[src/rtl/mem3_pkg.sv]
// Shared sizing and slot type for the three-slot control-word register memory.
package mem3_pkg;
    localparam int WIDTH       = 3;
    localparam int SLOTS       = 3;
    localparam int SYNC_STAGES = 2;

    typedef logic [WIDTH-1:0] slot_t;
endpackage

[src/rtl/mem3_reg_sync_edge.sv]
// Single-bit synchroniser followed by a rising-edge detector on the re-timed signal.
module sync_edge #(
    parameter int STAGES = 2
) (
    input  logic clk,
    input  logic rst,
    input  logic strobe,
    output logic rise
);
    logic [STAGES-1:0] sync;
    logic              prev;

    always_ff @(posedge clk or posedge rst) begin
        if (rst) begin
            sync <= '0;
            prev <= 1'b0;
        end else begin
            sync <= {sync[STAGES-2:0], strobe};
            prev <= sync[STAGES-1];
        end
    end

    // prev clears on reset, so a strobe still high after release is seen as a fresh rise
    assign rise = sync[STAGES-1] & ~prev;
endmodule

[src/rtl/mem3_reg.sv]
// Three-slot register memory: async strobes and control are re-timed to clk, a strobe rise loads its slot.
module mem3_reg
    import mem3_pkg::*;
(
    input  logic                   clk,
    input  logic                   rst,
    input  logic [WIDTH-1:0]       control,
    input  logic [SLOTS-1:0]       strobe,
    output logic [SLOTS*WIDTH-1:0] out,
    output logic [SLOTS-1:0]       wr
);
    slot_t            ctrl_sync [SYNC_STAGES];
    slot_t            slots     [SLOTS];
    logic [SLOTS-1:0] rise;

    for (genvar i = 0; i < SLOTS; i++) begin : g_slot
        sync_edge #(.STAGES(SYNC_STAGES)) u_sync_edge (
            .clk    (clk),
            .rst    (rst),
            .strobe (strobe[i]),
            .rise   (rise[i])
        );
        assign out[i*WIDTH +: WIDTH] = slots[i];
    end

    // Control uses the same depth as the strobes so the word written matches the strobe's sample edge
    always_ff @(posedge clk or posedge rst) begin
        if (rst) begin
            for (int s = 0; s < SYNC_STAGES; s++) ctrl_sync[s] <= '0;
        end else begin
            ctrl_sync[0] <= control;
            for (int s = 1; s < SYNC_STAGES; s++) ctrl_sync[s] <= ctrl_sync[s-1];
        end
    end

    always_ff @(posedge clk or posedge rst) begin
        if (rst) begin
            for (int i = 0; i < SLOTS; i++) slots[i] <= '0;
            wr <= '0;
        end else begin
            wr <= rise;
            for (int i = 0; i < SLOTS; i++) begin
                if (rise[i]) slots[i] <= ctrl_sync[SYNC_STAGES-1];
            end
        end
    end
endmodule

[config.mk]
export PLATFORM = sky130hd
export DESIGN_NAME = mem3_reg
export DESIGN_NICKNAME = d
export VERILOG_FILES = /design/src/rtl/mem3_pkg.sv /design/src/rtl/mem3_reg_sync_edge.sv /design/src/rtl/mem3_reg.sv
export SDC_FILE = /design/constraint.sdc
export NUM_CORES = 1
export LEC_CHECK = 0
export CORE_UTILIZATION = 53
export CTS_BUF_LIST = sky130_fd_sc_hd__clkbuf_4 sky130_fd_sc_hd__clkbuf_8
export DETAILED_ROUTE_END_ITERATION = 12
export PLACE_DENSITY = 0.83
export SLEW_MARGIN = 20
export SYNTH_ARGS = -nofsm -noshare
export SYNTH_HDL_FRONTEND = slang
export SYNTH_HIERARCHICAL = 1
export SYNTH_SLANG_ARGS = --single-unit
[constraint.sdc]
create_clock -name clk -period 2.4 [get_ports clk]
set_input_delay 0.24 -clock clk [delete_from_list [all_inputs] [get_ports clk]]
set_output_delay 0.24 -clock clk [all_outputs]
set_load 0.05 [all_outputs]
# ---- Word-level counts from Yosys, hierarchy flattened
# Index checks and enable logic that the tools add are counted.
dict set report word_totals {
  ff_bits 27
  out_inout_bits 12
  input_bits 8
  word_cells 18
}
dict set report op_classes {
  bitwise_logic 6
}
# operator n
set ops {}
lappend ops {{1-bit bitwise AND} 3}
lappend ops {{1-bit NOT} 3}

# ---- Longest topological paths before layout
# Gate-level depths: netlist of run 1.
dict set report depth {
  ltp_word 2
  ltp_mapped 2
  mapped_depth_nobuf 2
}

# ---- Hierarchy
# Netlist of run 1, hierarchy kept.
# module area_each_um2 instances seq_area_each_um2 cells_per_inst
set modules_own_cells {}
lappend modules_own_cells {mem3_reg 555.5 1 450.4 28}
lappend modules_own_cells {sync_edge 92.6 3 75.1 5}

# ---- Least setup slack after synthesis of run 1
# Ideal clock, no wire load.
dict set report synth_path {
  kind {register to register}
  startpoint {register out[0] (netlist name)}
  endpoint {register slots (netlist bit out[0])}
  arrival_ps 863
  path_slack_ps 1412
  path_stages_with_launch 2
  path_buffers 0
  setup_time_ps 125
  required_ps 2275
  period_less_slack_ps 988
  path_cell_list {dfrtp_1 > mux2_2}
}
# element line
set synth_lines {}
lappend synth_lines {{end signal, assigned by index} mem3_reg.sv:43} ;# if (rise[i]) slots[i] <= ctrl_sync[SYNC_STAGES-1];
lappend synth_lines {{end, declared} mem3_reg.sv:13} ;# slot_t slots [SLOTS];

# ---- Worst setup path after layout of run 1
dict set report layout_path {
  startpoint {register slots (netlist bit out[3])}
  endpoint {output port out[3]}
}
# element line
set layout_lines {}
lappend layout_lines {{end, declared} mem3_reg.sv:9} ;# output logic [SLOTS*WIDTH-1:0] out,
# No word-level cell between the ends.

==> results of run 1 <==
-- routing by layer --
layer / wire length [um] / track usage / vias up
met5: 0 / 0 / -
met4: 17 / 0.03871 / 0
met3: 64 / 0.05217 / 2
met2: 555 / 0.2531 / 16
met1: 463 / 0.1779 / 192
li1: - / - / 181
-- cell type report --
cell class | instances | area share
clock buffer | 3 | 0.02100
clock inverter | 1 | 0.007001
sequential | 27 | 0.6301
multi-input combinational | 12 | 0.1330
timing repair buffer | 19 | 0.1774
tap | 15 | 0.01750
inverter | 4 | 0.01400
-- kinds of logic after synthesis --
family	after synthesis	share of synthesized area
buffers and inverters	4	0.01801
muxes	9	0.1216
and+or+nand+nor	3	0.04955
DFF	27	0.8108
-- flip-flops by register name (all words and copies together), names as in the netlist --
register                 cells
out                          9
g_slot.u_sync_edge/prev      3
ctrl_sync                    6
g_slot.u_sync_edge/sync      6
wr                           3
-- stage by stage --
step	power (uW)	cell area (um2)	worst slack, ps
floorplan	641.4	833.3	1412
global placement	708.3	1042	1040
detailed placement	714.3	1042	1012
CTS	901.2	1072	632.7
global route	927.1	1072	612.6
finish	890.7	1072	655.6
-- cell usage after synthesis --
master,number,area (um2)
nor2b_4,3,41.29
mux2_2,9,101.4
dfrtp_1,27,675.7
inv_1,4,15.01
-- worst paths after layout --
path | startpoint | end | slack [ps] | cells after the start
max in group asynchronous | rst | wr[2]$_DFF_PP0_ | 1580 | 2
max | out[3]$_DFFE_PP0P_ | out[3] | 660 | 1
min | rst | g_slot[1].u_sync_edge/sync[1]$_DFF_PP0_ | 170 | 2
min reg2reg | g_slot[1].u_sync_edge/sync[0]$_DFF_PP0_ | g_slot[1].u_sync_edge/sync[1]$_DFF_PP0_ | 370 | 0
max reg2reg | g_slot[2].u_sync_edge/prev$_DFF_PP0_ | out[6]$_DFFE_PP0P_ | 1380 | 2
min in group clk | strobe[2] | g_slot[2].u_sync_edge/sync[0]$_DFF_PP0_ | 340 | 1
-- cells in the final DEF (no fill, tap or decap) --
cell,instances
mux2_2,9
inv_1,4
nor2b_4,3
clkdlybuf4s50_1,19
dfrtp_1,27
clkbuf_4,3
clkinvlp_4,1
-- power breakdown --
| group | switching [uW] | leakage (uW) | internal [uW] | total [uW] |
|---|---|---|---|---|
| Combinational | 118 | 0.000150 | 73.4 | 192 |
| Sequential | 18.1 | 0.000319 | 492 | 510 |
| Clock | 125 | 0.0000139 | 63.7 | 189 |
| Total | 261 | 0.000483 | 629 | 891 |
==> run_results.csv, run 1 <==
group,metric,value,unit
detailed_routing,routed_wl,1100,um
synth,ys_ff_latch,27,
clock_tree,cts_hold_buffers,0,
sta,fin_setup_tns,0,ps
synth,yosys.cell_types.count,4,
detailed_routing,drtPass1Iterations,2,
global_route,grt_max_degree,19,
finish,fin_nets,75,
setup_path,critPathLaunchType,"flop",
finish,nFillCells,85,
global_route,first_global_vias,434,
die,die_x,41.65,um
global_route,grt_pass1_wl,1856,um
clock_tree,post_cts_buffers,0,
power_and_ir_drop,peakVddDrop,0.5683,mV
synth,synthesis.nets,51,
setup_path,critPathTopFamily,"buffers and inverters",
setup_path,cpPeakStageDelay,810,ps
die,ios,20,
global_route,grt_usage,0.1480,
setup_path,path_buf_inv,1,
clock_tree,clk_pin_slew,140,ps
synth,synth_area,833.3,um2
clock_tree,cts_sinks,27,
synth,yosys_warnings,6,
die,initial_core_util,0.6027,
finish,drive_gt1_frac,0.2424,
placement,portBuffers,19,
global_route,grt_overflow_total,0,
die,fp-row-count,13,
detailed_routing,drtIter0Drc,2,
clock_tree,clock_latency,320,ps
finish,post-route-util,0.7756,
power_and_ir_drop,leakage,0.0004833,uW
setup_path,path_cells,"clkdlybuf4s50_1",
synth,avgSynthCellArea,19.38,um2
sta,worst_pin_slew,652.1,ps
clock_tree,ctsResizeCount,0,
clock_tree,clockRootBuffer,"clkbuf_4",
global_route,antenna_found_initial,0,
detailed_routing,wl_per_cell,13.58,um
detailed_routing,vias_per_cell,4.827,
detailed_routing,drcViolationCount,0,
setup_path,cp_max_fo,2,
die,die_h,41.65,um
power_and_ir_drop,powerDensity,830.6,nW/um2
run_status,status,"complete, no violations",
die,coreArea,1383,um2
sta,fmax,573.3,MHz
synth,yosysSeqAreaShare,0.8108,
clock_tree,cts_buffers,3,
sta,drv_slew,0,
flow_run,maxCapViolCount,0,
setup_path,cp-end-kind,"primary output",
sta,setup_viol,0,
detailed_routing,vias,391,
die,dieArea,1735,um2
clock_tree,h-tree-depth,1,
sta,hold_slack,168.8,ps
placement,hpwlAfterDp,880.5,um
sta,fin_skew,5.954,ps
setup_path,worst-setup-path-type,"reg -> out",
sta,rsz0062_at_grt,"false",
worst_hold_path,hold_class,"in -> async",
finish,antenna_cells,0,
finish,final_cells,81,
setup_path,cpMaxStageDelayCell,"clkdlybuf4s50_1",
finish,multi_input_area,142.6,um2
clock_tree,cts_tree,"built",
placement,gp_congestion,0.6849,
finish,seqCellArea,675.6,um2
detailed_routing,ant_nets,0,
setup_path,crit_arrival,1500,ps
finish,syn2layout_area_growth,28.68,%
sta,fin_crit,1744,ps
sta,hold_viol,0,
placement,place_inst,77,
sta,period_share,0.7268,
sta,max_slew_margin,0.5648,
setup_path,required,2160,ps
clock_tree,clk_path_buf_depth,2,
synth,syn-instance-count,43,
No activity file was read; power rests on OpenSTA's default activity.
==> inputs of run 2 (changes only) <==
--- a/config.mk
+++ b/config.mk
@@ -5,10 +5,10 @@
 export SDC_FILE = /design/constraint.sdc
 export NUM_CORES = 1
 export LEC_CHECK = 0
-export CORE_UTILIZATION = 53
+export CORE_UTILIZATION = 44
 export CTS_BUF_LIST = sky130_fd_sc_hd__clkbuf_4 sky130_fd_sc_hd__clkbuf_8
 export DETAILED_ROUTE_END_ITERATION = 12
-export PLACE_DENSITY = 0.83
+export PLACE_DENSITY = 0.73
 export SLEW_MARGIN = 20
 export SYNTH_ARGS = -nofsm -noshare
 export SYNTH_HDL_FRONTEND = slang
==> constraint.sdc (replaced) <==
create_clock -name clk -period 1.5 [get_ports clk]
set_input_delay 0.15 -clock clk [delete_from_list [all_inputs] [get_ports clk]]
set_output_delay 0.15 -clock clk [all_outputs]
set_load 0.05 [all_outputs]
==> run_results.csv, run 2 (same netlist as run 1, synthesis figures left out) <==
group,metric,value,unit
run_status,status,"complete, no violations",
power_and_ir_drop,peakVddDrop,0.9187,mV
clock_tree,ctsResizeCount,0,
setup_path,crit_arrival,940,ps
clock_tree,cts_tree,"built",
clock_tree,clock_latency,330,ps
sta,fin_setup_tns,0,ps
die,dieArea,2072,um2
worst_hold_path,hold_class,"in -> async",
finish,layout_commonest_cell,"dfrtp_1",
global_route,grt_usage,0.1297,
setup_path,path_cells,"buf_4",
detailed_routing,vias,408,
sta,hold_viol,0,
die,die_h,45.52,um
sta,fin_skew,9.365,ps
detailed_routing,drtPass1Iterations,2,
finish,antenna_cells,0,
setup_path,path_buf_inv,1,
placement,gp_congestion,0.7182,
finish,layout_common_cells,"27 x dfrtp_1, 13 x buf_4, 9 x mux2_2, 7 x clkdlybuf4s50_1, 4 x inv_1",
placement,hpwlAfterDp,857,um
detailed_routing,vias_per_cell,4.435,
placement,pre_cts_ws,478.7,ps
sta,rsz0062_at_grt,"false",
sta,worst_pin_slew,219.6,ps
finish,fin_nets,76,
die,die_x,45.52,um
setup_path,cp-end-kind,"primary output",
die,fp-row-count,15,
global_route,first_global_vias,388,
placement,portBuffers,19,
clock_tree,cts_buffers,3,
setup_path,worst-setup-path-type,"reg -> out",
power_and_ir_drop,power,1430,uW
setup_path,cpMaxStageDelayCell,"dfrtp_1",
sta,period_share,0.7254,
clock_tree,cts_sinks,27,
power_and_ir_drop,leakage,0.0005053,uW
setup_path,required,1350,ps
detailed_routing,drtIter0Drc,2,
placement,place_area,1032,um2
flow_run,maxCapViolCount,0,
clock_tree,h-tree-depth,1,
detailed_routing,ant_nets,0,
die,coreArea,1745,um2
sta,drv_slew,0,
global_route,grt_overflow_total,0,
power_and_ir_drop,powerDensity,1345,nW/um2
clock_tree,cts_hold_buffers,0,
finish,nFillCells,147,
sta,worst_slack,411.8,ps
global_route,grt_max_degree,19,
global_route,grt_pass1_wl,1725,um
finish,largest_register_ffs,9,
clock_tree,clk_pin_slew,140,ps
detailed_routing,wl_per_cell,11.96,um
setup_path,critPathTopFamily,"flip-flops",
die,initial_core_util,0.4774,
clock_tree,clk_path_buf_depth,2,
setup_path,cp_max_fo,2,
detailed_routing,drcViolationCount,0,
sta,max_slew_margin,0.8536,
sta,setup_viol,0,
global_route,antenna_found_initial,0,
clock_tree,post_cts_buffers,0,
sta,fin_crit,1088,ps
finish,drive_gt1_frac,0.4328,
clock_tree,clockRootBuffer,"clkbuf_4",
setup_path,cpPeakStageDelay,420,ps
sta,fmax,919.0,MHz
finish,syn2layout_area_growth,27.63,%
die,ios,20,
setup_path,critPathLaunchType,"flop",
finish,final_cell_area,1064,um2
detailed_routing,routed_wl,1100,um
[run 2: cell types whose count changed in the layout (fill, tap and decap cells not counted), sizes merged]
cell	change
inv	+1
buf	+13
clkdlybuf4s50	-12
clkinvlp	-1
[run 2: power by group]
part	internal [uW]	switching [uW]
Combinational	105	189
Sequential	788	30.9
Clock	109	209
[run 2: stage by stage]
stage | std cells | hold WS [ps] | utilization
after global placement | 88 | 332.7 | 0.5914
after floorplan | 43 | -96.36 | -
final | 92 | 66.61 | 0.6093
after global routing | 92 | 55.33 | 0.6093
after detailed placement | 88 | 335.5 | 0.5914
after CTS | 92 | 50.04 | 0.6093
[run 2: metal layers]
| layer | up-vias | track usage | share of wire |
|---|---|---|---|
| li1 | 187 | - | - |
| met5 | - | 0 | 0 |
| met4 | 0 | 0.05455 | 0.012 |
| met2 | 17 | 0.1943 | 0.47 |
| met1 | 202 | 0.1459 | 0.43 |
| met3 | 2 | 0.08333 | 0.085 |
[run 2: final cells by class]
cell class / instances / area, um2 / area share
timing repair buffer: 20 / 167.7 / 0.1576
multi-input combinational: 12 / 142.6 / 0.1341
clock inverter: 1 / 8.758 / 0.008235
clock buffer: 3 / 22.52 / 0.02118
inverter: 4 / 15.01 / 0.01412
tap: 25 / 31.28 / 0.02941
sequential: 27 / 675.6 / 0.6353
[run 2: worst paths after layout]
path                                                          from                                       to  slack (ps)  depth (start not counted)
max in group asynchronous                                      rst                          wr[2]$_DFF_PP0_        1090                          3
min in group clk                                         strobe[1]  g_slot[1].u_sync_edge/sync[0]$_DFF_PP0_         240                          1
min reg2reg                g_slot[1].u_sync_edge/sync[0]$_DFF_PP0_  g_slot[1].u_sync_edge/sync[1]$_DFF_PP0_         370                          0
min                                                            rst     g_slot[1].u_sync_edge/prev$_DFF_PP0_          70                          2
max reg2reg                   g_slot[1].u_sync_edge/prev$_DFF_PP0_                       out[3]$_DFFE_PP0P_         470                          2
max                                             out[4]$_DFFE_PP0P_                                   out[4]         410                          1
